`src/rtl/dense_layer_pkg.sv`:
```
// Shared types and constants for the dense_layer sequencer and its Q16.16 MAC.
package dense_pkg;

    typedef enum logic [2:0] {
        S_IDLE,
        S_BIAS_RD,
        S_BIAS_WT,
        S_EL_RD,
        S_EL_WT,
        S_EL_ACC,
        S_OUT_WR
    } state_t;

    localparam logic [3:0] REG_START  = 4'd0;
    localparam logic [3:0] REG_BIAS   = 4'd1;
    localparam logic [3:0] REG_WEIGHT = 4'd2;
    localparam logic [3:0] REG_INPUT  = 4'd3;
    localparam logic [3:0] REG_OUTPUT = 4'd4;
    localparam logic [3:0] REG_M      = 4'd5;
    localparam logic [3:0] REG_N      = 4'd6;
    localparam logic [3:0] REG_RELU   = 4'd7;

    localparam int FRAC_BITS = 16;

    function automatic logic [31:0] relu_fn(input logic en, input logic [31:0] v);
        return (en && v[31]) ? 32'd0 : v;
    endfunction

endpackage

```
`src/rtl/dense_layer_q16_mac.sv`:
```
// Combinational Q16.16 multiply-accumulate: sum = acc + (a*b)[47:16], wrapping.
module q16_mac
    import dense_pkg::*;
(
    input  logic [31:0] a,
    input  logic [31:0] b,
    input  logic [31:0] acc,
    output logic [31:0] sum
);

    logic signed [63:0] a_ext;
    logic signed [63:0] b_ext;
    logic signed [63:0] prod;
    logic               unused_prod_bits;

    assign a_ext = {{32{a[31]}}, a};
    assign b_ext = {{32{b[31]}}, b};
    assign prod  = a_ext * b_ext;
    assign sum   = acc + prod[FRAC_BITS+31:FRAC_BITS];

    // Integer overflow bits and sub-LSB fraction bits are discarded by design.
    assign unused_prod_bits = ^{prod[63:FRAC_BITS+32], prod[FRAC_BITS-1:0]};

endmodule

```
`src/rtl/dense_layer.sv`:
```
// Fully-connected layer sequencer: y_j = bias_j + sum_i w(j,i)*x_i in Q16.16,
// weights/biases from the SDRAM master, activations in/out via the SRAM master.
module dense_layer
    import dense_pkg::*;
(
    input  logic        clk,
    input  logic        rst_n,
    output logic        slave_waitrequest,
    input  logic [3:0]  slave_address,
    input  logic        slave_read,
    output logic [31:0] slave_readdata,
    input  logic        slave_write,
    input  logic [31:0] slave_writedata,
    input  logic        master_waitrequest,
    output logic [31:0] master_address,
    output logic        master_read,
    input  logic [31:0] master_readdata,
    input  logic        master_readdatavalid,
    output logic        master_write,
    output logic [31:0] master_writedata,
    input  logic        master2_waitrequest,
    output logic [31:0] master2_address,
    output logic        master2_read,
    input  logic [31:0] master2_readdata,
    input  logic        master2_readdatavalid,
    output logic        master2_write,
    output logic [31:0] master2_writedata
);

    state_t      state;
    logic [31:0] bias_base, weight_base, input_base, output_base;
    logic [31:0] num_in, num_out;
    logic        relu_en;
    logic [31:0] acc, i_idx, j_idx, last_y, w_ptr;
    logic [31:0] w_data, x_data;
    logic        w_have, x_have;
    logic [31:0] mac_sum, i_next, j_next;
    logic        in_el, cap_w, cap_x;

    q16_mac u_mac (
        .a   (w_data),
        .b   (x_data),
        .acc (acc),
        .sum (mac_sum)
    );

    assign i_next = i_idx + 32'd1;
    assign j_next = j_idx + 32'd1;

    // A read is accepted once its strobe has dropped, so its data may land in EL_RD or EL_WT.
    assign in_el = (state == S_EL_RD) || (state == S_EL_WT);
    assign cap_w = in_el && master_readdatavalid && !master_read && !w_have;
    assign cap_x = in_el && master2_readdatavalid && !master2_read && !x_have;

    assign slave_waitrequest = (state != S_IDLE);
    assign master_write      = 1'b0;
    assign master_writedata  = 32'd0;

    // NOTE: every always_comb output gets a default first so no latch is inferred.
    always_comb begin
        slave_readdata = 32'd0;
        if (slave_read) begin
            case (slave_address)
                REG_START:  slave_readdata = last_y;
                REG_BIAS:   slave_readdata = bias_base;
                REG_WEIGHT: slave_readdata = weight_base;
                REG_INPUT:  slave_readdata = input_base;
                REG_OUTPUT: slave_readdata = output_base;
                REG_M:      slave_readdata = num_in;
                REG_N:      slave_readdata = num_out;
                REG_RELU:   slave_readdata = {31'd0, relu_en};
                default:    slave_readdata = 32'd0;
            endcase
        end
    end

    // NOTE: sequential state uses non-blocking assignments only, so every flop samples pre-edge values.
    always_ff @(posedge clk or negedge rst_n) begin
        if (!rst_n) begin
            state             <= S_IDLE;
            bias_base         <= 32'd0;
            weight_base       <= 32'd0;
            input_base        <= 32'd0;
            output_base       <= 32'd0;
            num_in            <= 32'd0;
            num_out           <= 32'd0;
            relu_en           <= 1'b0;
            acc               <= 32'd0;
            i_idx             <= 32'd0;
            j_idx             <= 32'd0;
            last_y            <= 32'd0;
            w_ptr             <= 32'd0;
            w_data            <= 32'd0;
            x_data            <= 32'd0;
            w_have            <= 1'b0;
            x_have            <= 1'b0;
            master_read       <= 1'b0;
            master_address    <= 32'd0;
            master2_read      <= 1'b0;
            master2_address   <= 32'd0;
            master2_write     <= 1'b0;
            master2_writedata <= 32'd0;
        end else begin
            if (cap_w) begin
                w_data <= master_readdata;
                w_have <= 1'b1;
            end
            if (cap_x) begin
                x_data <= master2_readdata;
                x_have <= 1'b1;
            end
            case (state)
                S_IDLE: begin
                    if (slave_write) begin
                        case (slave_address)
                            REG_START: begin
                                j_idx  <= 32'd0;
                                last_y <= 32'd0;
                                w_ptr  <= weight_base;
                                if (num_out != 32'd0) begin
                                    state          <= S_BIAS_RD;
                                    master_read    <= 1'b1;
                                    master_address <= bias_base;
                                end
                            end
                            REG_BIAS:   bias_base   <= slave_writedata;
                            REG_WEIGHT: weight_base <= slave_writedata;
                            REG_INPUT:  input_base  <= slave_writedata;
                            REG_OUTPUT: output_base <= slave_writedata;
                            REG_M:      num_in      <= slave_writedata;
                            REG_N:      num_out     <= slave_writedata;
                            REG_RELU:   relu_en     <= slave_writedata[0];
                            default: ;
                        endcase
                    end
                end
                S_BIAS_RD: begin
                    if (!master_waitrequest) begin
                        master_read <= 1'b0;
                        state       <= S_BIAS_WT;
                    end
                end
                S_BIAS_WT: begin
                    if (master_readdatavalid) begin
                        acc   <= master_readdata;
                        i_idx <= 32'd0;
                        if (num_in == 32'd0) begin
                            state             <= S_OUT_WR;
                            master2_write     <= 1'b1;
                            master2_address   <= output_base + {j_idx[29:0], 2'b00};
                            master2_writedata <= relu_fn(relu_en, master_readdata);
                        end else begin
                            state           <= S_EL_RD;
                            master_read     <= 1'b1;
                            master_address  <= w_ptr;
                            master2_read    <= 1'b1;
                            master2_address <= input_base;
                            w_have          <= 1'b0;
                            x_have          <= 1'b0;
                        end
                    end
                end
                S_EL_RD: begin
                    if (master_read && !master_waitrequest) begin
                        master_read <= 1'b0;
                        w_ptr       <= w_ptr + 32'd4;
                    end
                    if (master2_read && !master2_waitrequest)
                        master2_read <= 1'b0;
                    if ((!master_read || !master_waitrequest) && (!master2_read || !master2_waitrequest))
                        state <= S_EL_WT;
                end
                S_EL_WT: begin
                    if ((w_have || cap_w) && (x_have || cap_x))
                        state <= S_EL_ACC;
                end
                S_EL_ACC: begin
                    acc   <= mac_sum;
                    i_idx <= i_next;
                    if (i_next == num_in) begin
                        state             <= S_OUT_WR;
                        master2_write     <= 1'b1;
                        master2_address   <= output_base + {j_idx[29:0], 2'b00};
                        master2_writedata <= relu_fn(relu_en, mac_sum);
                    end else begin
                        state           <= S_EL_RD;
                        master_read     <= 1'b1;
                        master_address  <= w_ptr;
                        master2_read    <= 1'b1;
                        master2_address <= input_base + {i_next[29:0], 2'b00};
                        w_have          <= 1'b0;
                        x_have          <= 1'b0;
                    end
                end
                S_OUT_WR: begin
                    if (!master2_waitrequest) begin
                        master2_write <= 1'b0;
                        last_y        <= master2_writedata;
                        j_idx         <= j_next;
                        if (j_next == num_out) begin
                            state <= S_IDLE;
                        end else begin
                            state          <= S_BIAS_RD;
                            master_read    <= 1'b1;
                            master_address <= bias_base + {j_next[29:0], 2'b00};
                        end
                    end
                end
                default: state <= S_IDLE;
            endcase
        end
    end

endmodule

```
`config.mk`:
```
export PLATFORM = sky130hd
export DESIGN_NAME = dense_layer
export DESIGN_NICKNAME = d
export VERILOG_FILES = /design/src/rtl/dense_layer_pkg.sv /design/src/rtl/dense_layer_q16_mac.sv /design/src/rtl/dense_layer.sv
export SDC_FILE = /design/constraint.sdc
export NUM_CORES = 2
export LEC_CHECK = 0
export BUFFER_PORTS_ARGS = -buffer_cell sky130_fd_sc_hd__buf_2
export CORE_MARGIN = 2
export CORE_UTILIZATION = 54
export CTS_CLUSTER_SIZE = 20
export DETAILED_ROUTE_END_ITERATION = 16
export PLACE_DENSITY = 0.73
export SLEW_MARGIN = 20
export SYNTH_ARGS = -nofsm -noshare
export SYNTH_HDL_FRONTEND = slang
export SYNTH_SLANG_ARGS = --single-unit
export TNS_END_PERCENT = 50
```
`constraint.sdc`:
```
create_clock -name clk -period 11.85 [get_ports clk]
set_input_delay 1.185 -clock clk [delete_from_list [all_inputs] [get_ports clk]]
set_output_delay 1.185 -clock clk [all_outputs]
set_load 0.005 [all_outputs]
```
# Word level (Yosys, flattened, before mapping)
# Cells that the tools add are included.
[totals]
reg_bits = 521
in_bits = 108
out_inout_bits = 165
wordCells = 187
[classes]
addsub = 7
mul = 1
n_eq_ne = 30
muxes = 75
reduce_logical = 51
[op_table]
columns = ["cell", "n"]
rows = [
  ["32-bit two-way mux", 26],
  ["32-bit case mux with 2 select lines", 7],
  ["32-bit case mux with 8 select lines", 1],
  ["32-bit adder", 4],
  ["32-bit case mux with 4 select lines", 1],
  ["32-bit by 1-bit adder with 32-bit output (second input constant)", 2],
  ["32-bit == test", 2],
  ["32-bit by 32-bit multiplier with 48-bit output", 1],
  ["32-bit by 3-bit adder with 32-bit output (second input constant)", 1],
  ["32-bit zero test", 1],
  ["32-bit nonzero test", 1],
  ["3-bit two-way mux", 10],
  ["1-bit two-way mux", 24],
  ["3-bit case mux with 7 select lines", 1],
  ["3-bit AND reduction", 7],
  ["2-bit != test (second input constant)", 10],
  ["4-bit by 3-bit == test with 1-bit output (second input constant)", 4],
  ["1-bit logical AND", 12],
  ["4-bit AND reduction", 3],
  ["11-bit AND reduction", 1],
  ["2-bit by 1-bit != test with 1-bit output (second input constant)", 5],
  ["5-bit AND reduction", 2],
  ["3-bit == test (second input constant)", 3],
  ["9-bit AND reduction", 1],
  ["other kinds (17)", 34],
]

# Depth between registers and ports, before layout
[logic_depth]
ltp_word = 9
mapped_depth = 41
depth_no_buf = 39

# Modules after synthesis
# A second synthesis with hierarchy kept.
[hier_totals]
hier_cells = 6696
hier_area_um2 = 62472.4
[modules_own_cells]
columns = ["module", "n_inst", "cells_per_inst", "area_each_um2", "seq_area_each_um2"]
rows = [
  ["dense_layer", 1, 3415, 32327.3, 13037.5],
  ["q16_mac", 1, 3281, 30145.2, 0.0],
]

# Worst setup path after synthesis
# OpenSTA, ideal clock, no wires.
[synth_timing]
path_type = "reg2reg"
startpoint = "register w_data[20]"
endpoint = "register master2_writedata[10]"
setup_time_ps = 130
arrival_time_ps = 9297
required_ps = 11720
setup_slack_ps = 2423
stages_incl_launch_ff = 38
n_path_buf = 3
synth_period_minus_slack_ps = 9427
path_cell_list = "dfrtp_1 > clkbuf_1 > clkbuf_1 > and2_1 > fa_1 > fa_1 > inv_1 > fa_1 > fa_1 > inv_1 > fa_1 > fa_1 > fa_1 > fa_1 > ha_1 > a21o_1 > a21oi_1 > o221ai_1 > [2 not listed] > a211oi_1 > o21ai_0 > a21oi_1 > o21ai_0 > xor2_1 > ha_1 > a2111oi_0 > o21ai_0 > o21ai_0 > and4b_1 > nor2_1 > a211oi_1 > a21oi_1 > xnor2_1 > xnor2_1 > o21ai_0 > clkbuf_1 > o21ai_0"
[synth_between]
elab_chain_len = 6
[synth_rtl]
columns = ["item", "line_no", "rtl"]
rows = [
  ["start, declared", "dense_layer.sv:35", "logic [31:0] w_data, x_data;"],
  ["start signal, assigned", "dense_layer.sv:105", "w_data <= master_readdata;"],
  ["32-bit by 32-bit multiplier with 48-bit output (*)", "dense_layer_q16_mac.sv:18", "assign prod = a_ext * b_ext;"],
  ["32-bit adder (*)", "dense_layer_q16_mac.sv:19", "assign sum = acc + prod[FRAC_BITS+31:FRAC_BITS];"],
  ["1-bit logical AND", "dense_layer_pkg.sv:26", "return (en && v[31]) ? 32'd0 : v;"],
  ["32-bit two-way mux (*)", "dense_layer_pkg.sv:26", ""],
  ["32-bit two-way mux (*)", "dense_layer.sv:180", "if (i_next == num_in) begin"],
  ["32-bit case mux with 2 select lines (*)", "dense_layer.sv:112", "case (state)"],
  ["end signal, assigned", "dense_layer.sv:151", "master2_writedata <= relu_fn(relu_en, master_readdata);"],
  ["end signal, assigned", "dense_layer.sv:184", "master2_writedata <= relu_fn(relu_en, mac_sum);"],
  ["end, declared", "dense_layer.sv:27", "output logic [31:0] master2_writedata"],
]
# Mark *: on every way between the ends. The rest lies on a longest branch, timed or not. The select of a mux whose other input is x is not followed.
# A chain may end at the register's enable or synchronous reset.

# Final worst setup path
[layout_timing]
startpoint = "register x_data[3]"
endpoint = "register master2_writedata[3]"
[layout_between]
elab_chain_len = 6
[layout_rtl]
columns = ["item", "line_no", "rtl"]
rows = [
  ["start, declared", "dense_layer.sv:35", ""],
  ["start signal, assigned", "dense_layer.sv:109", "x_data <= master2_readdata;"],
  ["32-bit by 32-bit multiplier with 48-bit output (*)", "dense_layer_q16_mac.sv:18", ""],
  ["32-bit adder (*)", "dense_layer_q16_mac.sv:19", ""],
  ["1-bit logical AND", "dense_layer_pkg.sv:26", ""],
  ["32-bit two-way mux (*)", "dense_layer_pkg.sv:26", ""],
  ["32-bit two-way mux (*)", "dense_layer.sv:180", ""],
  ["32-bit case mux with 2 select lines (*)", "dense_layer.sv:112", ""],
]
# Marks and branches as above.

==> impl_metrics.py <==
metrics = {
    "grt": {
        "grt_pass1_vias": 48748,
        "grt_overflow": 0,
        "antenna_found_initial": 17,
        "grt_pass1_wl_um": 293000,
        "grt.total_usage_pct": 32.9,
        "grt_max_degree": 171,
    },
    "die": {
        "die_h_um": 341,
        "dieArea_mm2": 0.116,
        "rows": 123,
        "start_util_pct": 54.4,
        "design.core.area_mm2": 0.112,
        "io_pins": 273,
        "chipWidth_um": 341,
    },
    "clock_tree": {
        "htreeDepth": 2,
        "cts_root_buffer": "clkbuf_16",
        "cts_hold_buf": 0,
        "numCtsBuffers": 60,
        "clock_sinks": 521,
        "max-clock-path-buffers": 3,
        "clkTransAtPathRegs_ps": 60,
        "tritoncts": "yes",
        "post_cts_buffers": 0,
        "clk_latency_ps": 710,
    },
    "drt": {
        "via_per_inst": 6.08,
        "dr.pass1.iters": 8,
        "drc": 0,
        "drt_iter0_drc": 5425,
        "routed_wl_um": 190000,
        "ant_nets": 0,
        "dr_total_vias": 49335,
        "detail_route.wl_per_cell_um": 23.4,
    },
    "sta": {
        "finalHoldViolations": 0,
        "setup_tns_ps": 0,
        "drv_slew": 0,
        "finClkSkew_ps": 61.3,
        "period_share_pct": 93.8,
        "setup-violations-final": 0,
        "rsz0062_at_grt": "false",
        "fin_crit_ps": 11120,
        "worstMarginPinSlew_ps": 1160,
        "relSlewSlack_pct": 22.5,
        "fmax_mhz": 89.9,
    },
    "placement": {
        "detailed_place_hpwl_um": 150000,
        "port_buffers": 239,
        "place_congestion": 0.980,
    },
    "synthesis": {
        "avgSynthCellArea_um2": 9.34,
        "ys_warn_count": 0,
        "ys_seq_area_share_pct": 21.3,
        "syn_inst": 6549,
        "ys_types": 88,
        "ys.flop_type": "dfrtp_1",
        "async_flop_share_pct": 100,
        "synth_edf_count": 0,
        "ys_ff_latch": 521,
        "netlist_area_mm2": 0.0612,
    },
    "layout": {
        "syn_to_final_growth_pct": 7.37,
        "fillerInstances": 9740,
        "area.sequential_mm2": 0.0131,
        "drive_gt1_share_pct": 12.1,
        "multi_input_area_mm2": 0.0434,
        "final_cell_mix": "868 x inv_1, 842 x fa_1, 783 x nand2_1, 518 x and2_1, 511 x dfrtp_1",
        "nets": 7799,
        "layout_commonest_cell": "inv_1",
    },
    "critical_path": {
        "path_max_fanout": 21,
        "reg2reg_to": "master2_writedata[3]",
        "critPathLaunchType": "flop",
        "cpPeakStageDelay_ps": 870,
        "cp_slowest_cell": "dfrtp_1",
        "rr_worst_depth": 37,
        "end_kind": "flop",
        "crit_top_cell": "fa_1",
        "crit_type": "reg -> reg",
        "worstPathRequired_ps": 12380,
        "critical_path_arrival_ps": 11650,
        "rrSetupSlack_ps": 730,
        "rr_startpoint": "x_data[3]",
    },
    "flow_run": {
        "drv_cap": 0,
    },
    "hold_path": {
        "hp-class": "in -> async",
    },
    "run_status": {
        "status": "finished clean",
    },
}
[worst max-delay path by stage]
| stage | start | endpoint | slack (ps) | cells past startpoint |
|---|---|---|---|---|
| floorplan | w_data[20] | master2_writedata[10] | 2420 | 37 |
| global placement | w_data[9] | master2_writedata[3] | 1080 | 39 |
| detailed placement | w_data[6] | master2_writedata[3] | 800 | 38 |
| CTS | w_data[6] | master2_writedata[3] | 760 | 38 |
| global route | x_data[4] | master2_writedata[1] | 7 | 36 |
| finish | x_data[3] | master2_writedata[3] | 730 | 37 |
[per-layer routing]
metal	part of all wire [%]	routed length (um)	global-route usage (%)
met3	12	22300	8.49
met5	0.030	58	0
met4	4.3	8140	12.0
met2	43	82700	48.2
met1	41	77100	47.4
[per-stage QoR]
step | cells | hold WS (ps) | setup WS, ps | utilization (%) | area (um2)
floorplan | 6581 | 450 | 2420 | - | 61300
global placement | 8001 | 449 | 1080 | 56.4 | 63500
detailed placement | 8001 | 467 | 804 | 56.4 | 63500
CTS | 8115 | 481 | 755 | 58.4 | 65700
global route | 8118 | 502 | 6.51 | 58.4 | 65700
finish | 8119 | 438 | 732 | 58.4 | 65700
[critical path, delay by kind of cell (launching register included)]
kind | cells | cell delay [ps]
fa+ha+maj | 10 | 4490
compound gates | 16 | 3900
buf+inv | 5 | 920
flops | 1 | 870
xor+xnor | 3 | 450
simple gates | 3 | 330
[area by class of cell]
| class | instances | area share, % |
|---|---|---|
| Antenna cell | 4 | 0.0152 |
| Clock inverter | 40 | 0.838 |
| Clock buffer | 74 | 2.49 |
| Multi-Input combinational cell | 4785 | 66.1 |
| Timing Repair Buffer | 327 | 2.88 |
| Sequential cell | 521 | 19.9 |
| Inverter | 868 | 4.96 |
| Tap cell | 1500 | 2.86 |
[sequential cells by signal, indices dropped and copies added, names as in the netlist, 32 cells and up]
signal / cells
output_base: 32
num_in: 32
acc: 32
num_out: 32
j_idx: 32
bias_base: 32
master2_address: 32
master_address: 32
master2_writedata: 32
last_y: 32
weight_base: 32
x_data: 32
w_ptr: 32
i_idx: 32
w_data: 32
input_base: 32
[kinds of logic (layout without fill, tap and decap cells)]
kind of cell             Yosys count  after routing  share of synthesized area, %
AO/OA/AOI/OAI                   1109           1109                          11.6
XOR/XNOR                         282            282                          4.10
adder cells (fa/ha/maj)         1128           1128                          33.4
buffers and inverters           1275           1309                          8.12
flip-flops                       521            521                          21.3
multiplexers                     328            328                          6.04
other                              1             37                       0.00613
AND/OR/NAND/NOR                 1905           1905                          15.4
[cell usage after synthesis (13+ instances only)]
library cell    n  share of area [%]
o21bai_1       23               0.28
and4_1         15               0.21
nand4_1        31               0.32
nand2b_1       41               0.42
nor4_1         31               0.32
a21oi_1       280                2.3
mux2i_1        30               0.49
ha_1          286                5.8
nor3_1         43               0.35
fa_1          842                 28
buf_1          27               0.17
and2_1        519                5.3
xor2_1         91                1.3
inv_1         868                5.3
a22o_1         50               0.72
a22oi_1        86                1.1
o21a_1         29               0.36
o21ai_0       255                2.1
o31ai_1        35               0.43
and3_1         55               0.56
dfrtp_1       521                 21
clkbuf_1      328                2.0
or3_1          16               0.16
a21o_1         67               0.82
nor2b_1        44               0.45
buf_2          13               0.11
nand2_1       788                4.8
a31oi_1        76               0.78
a211oi_1       25               0.31
xnor2_1       188                2.7
o22ai_1        34               0.35
nor2_1        198                1.2
nand3_1        78               0.64
o211ai_1       35               0.43
buf_4          36               0.44
mux2_2        288                5.3
[repair_timing]
| item | in CTS | in global routing |
|---|---|---|
| endpoints found under the hold margin | 0 | 0 |
| gates resized for setup | 0 | 3 |
| endpoints found under the setup margin | 0 | 17 |
Power is left out: the tool's default activity adds up to more than one toggle a clock period on the data nets, which glitch-free logic cannot reach.
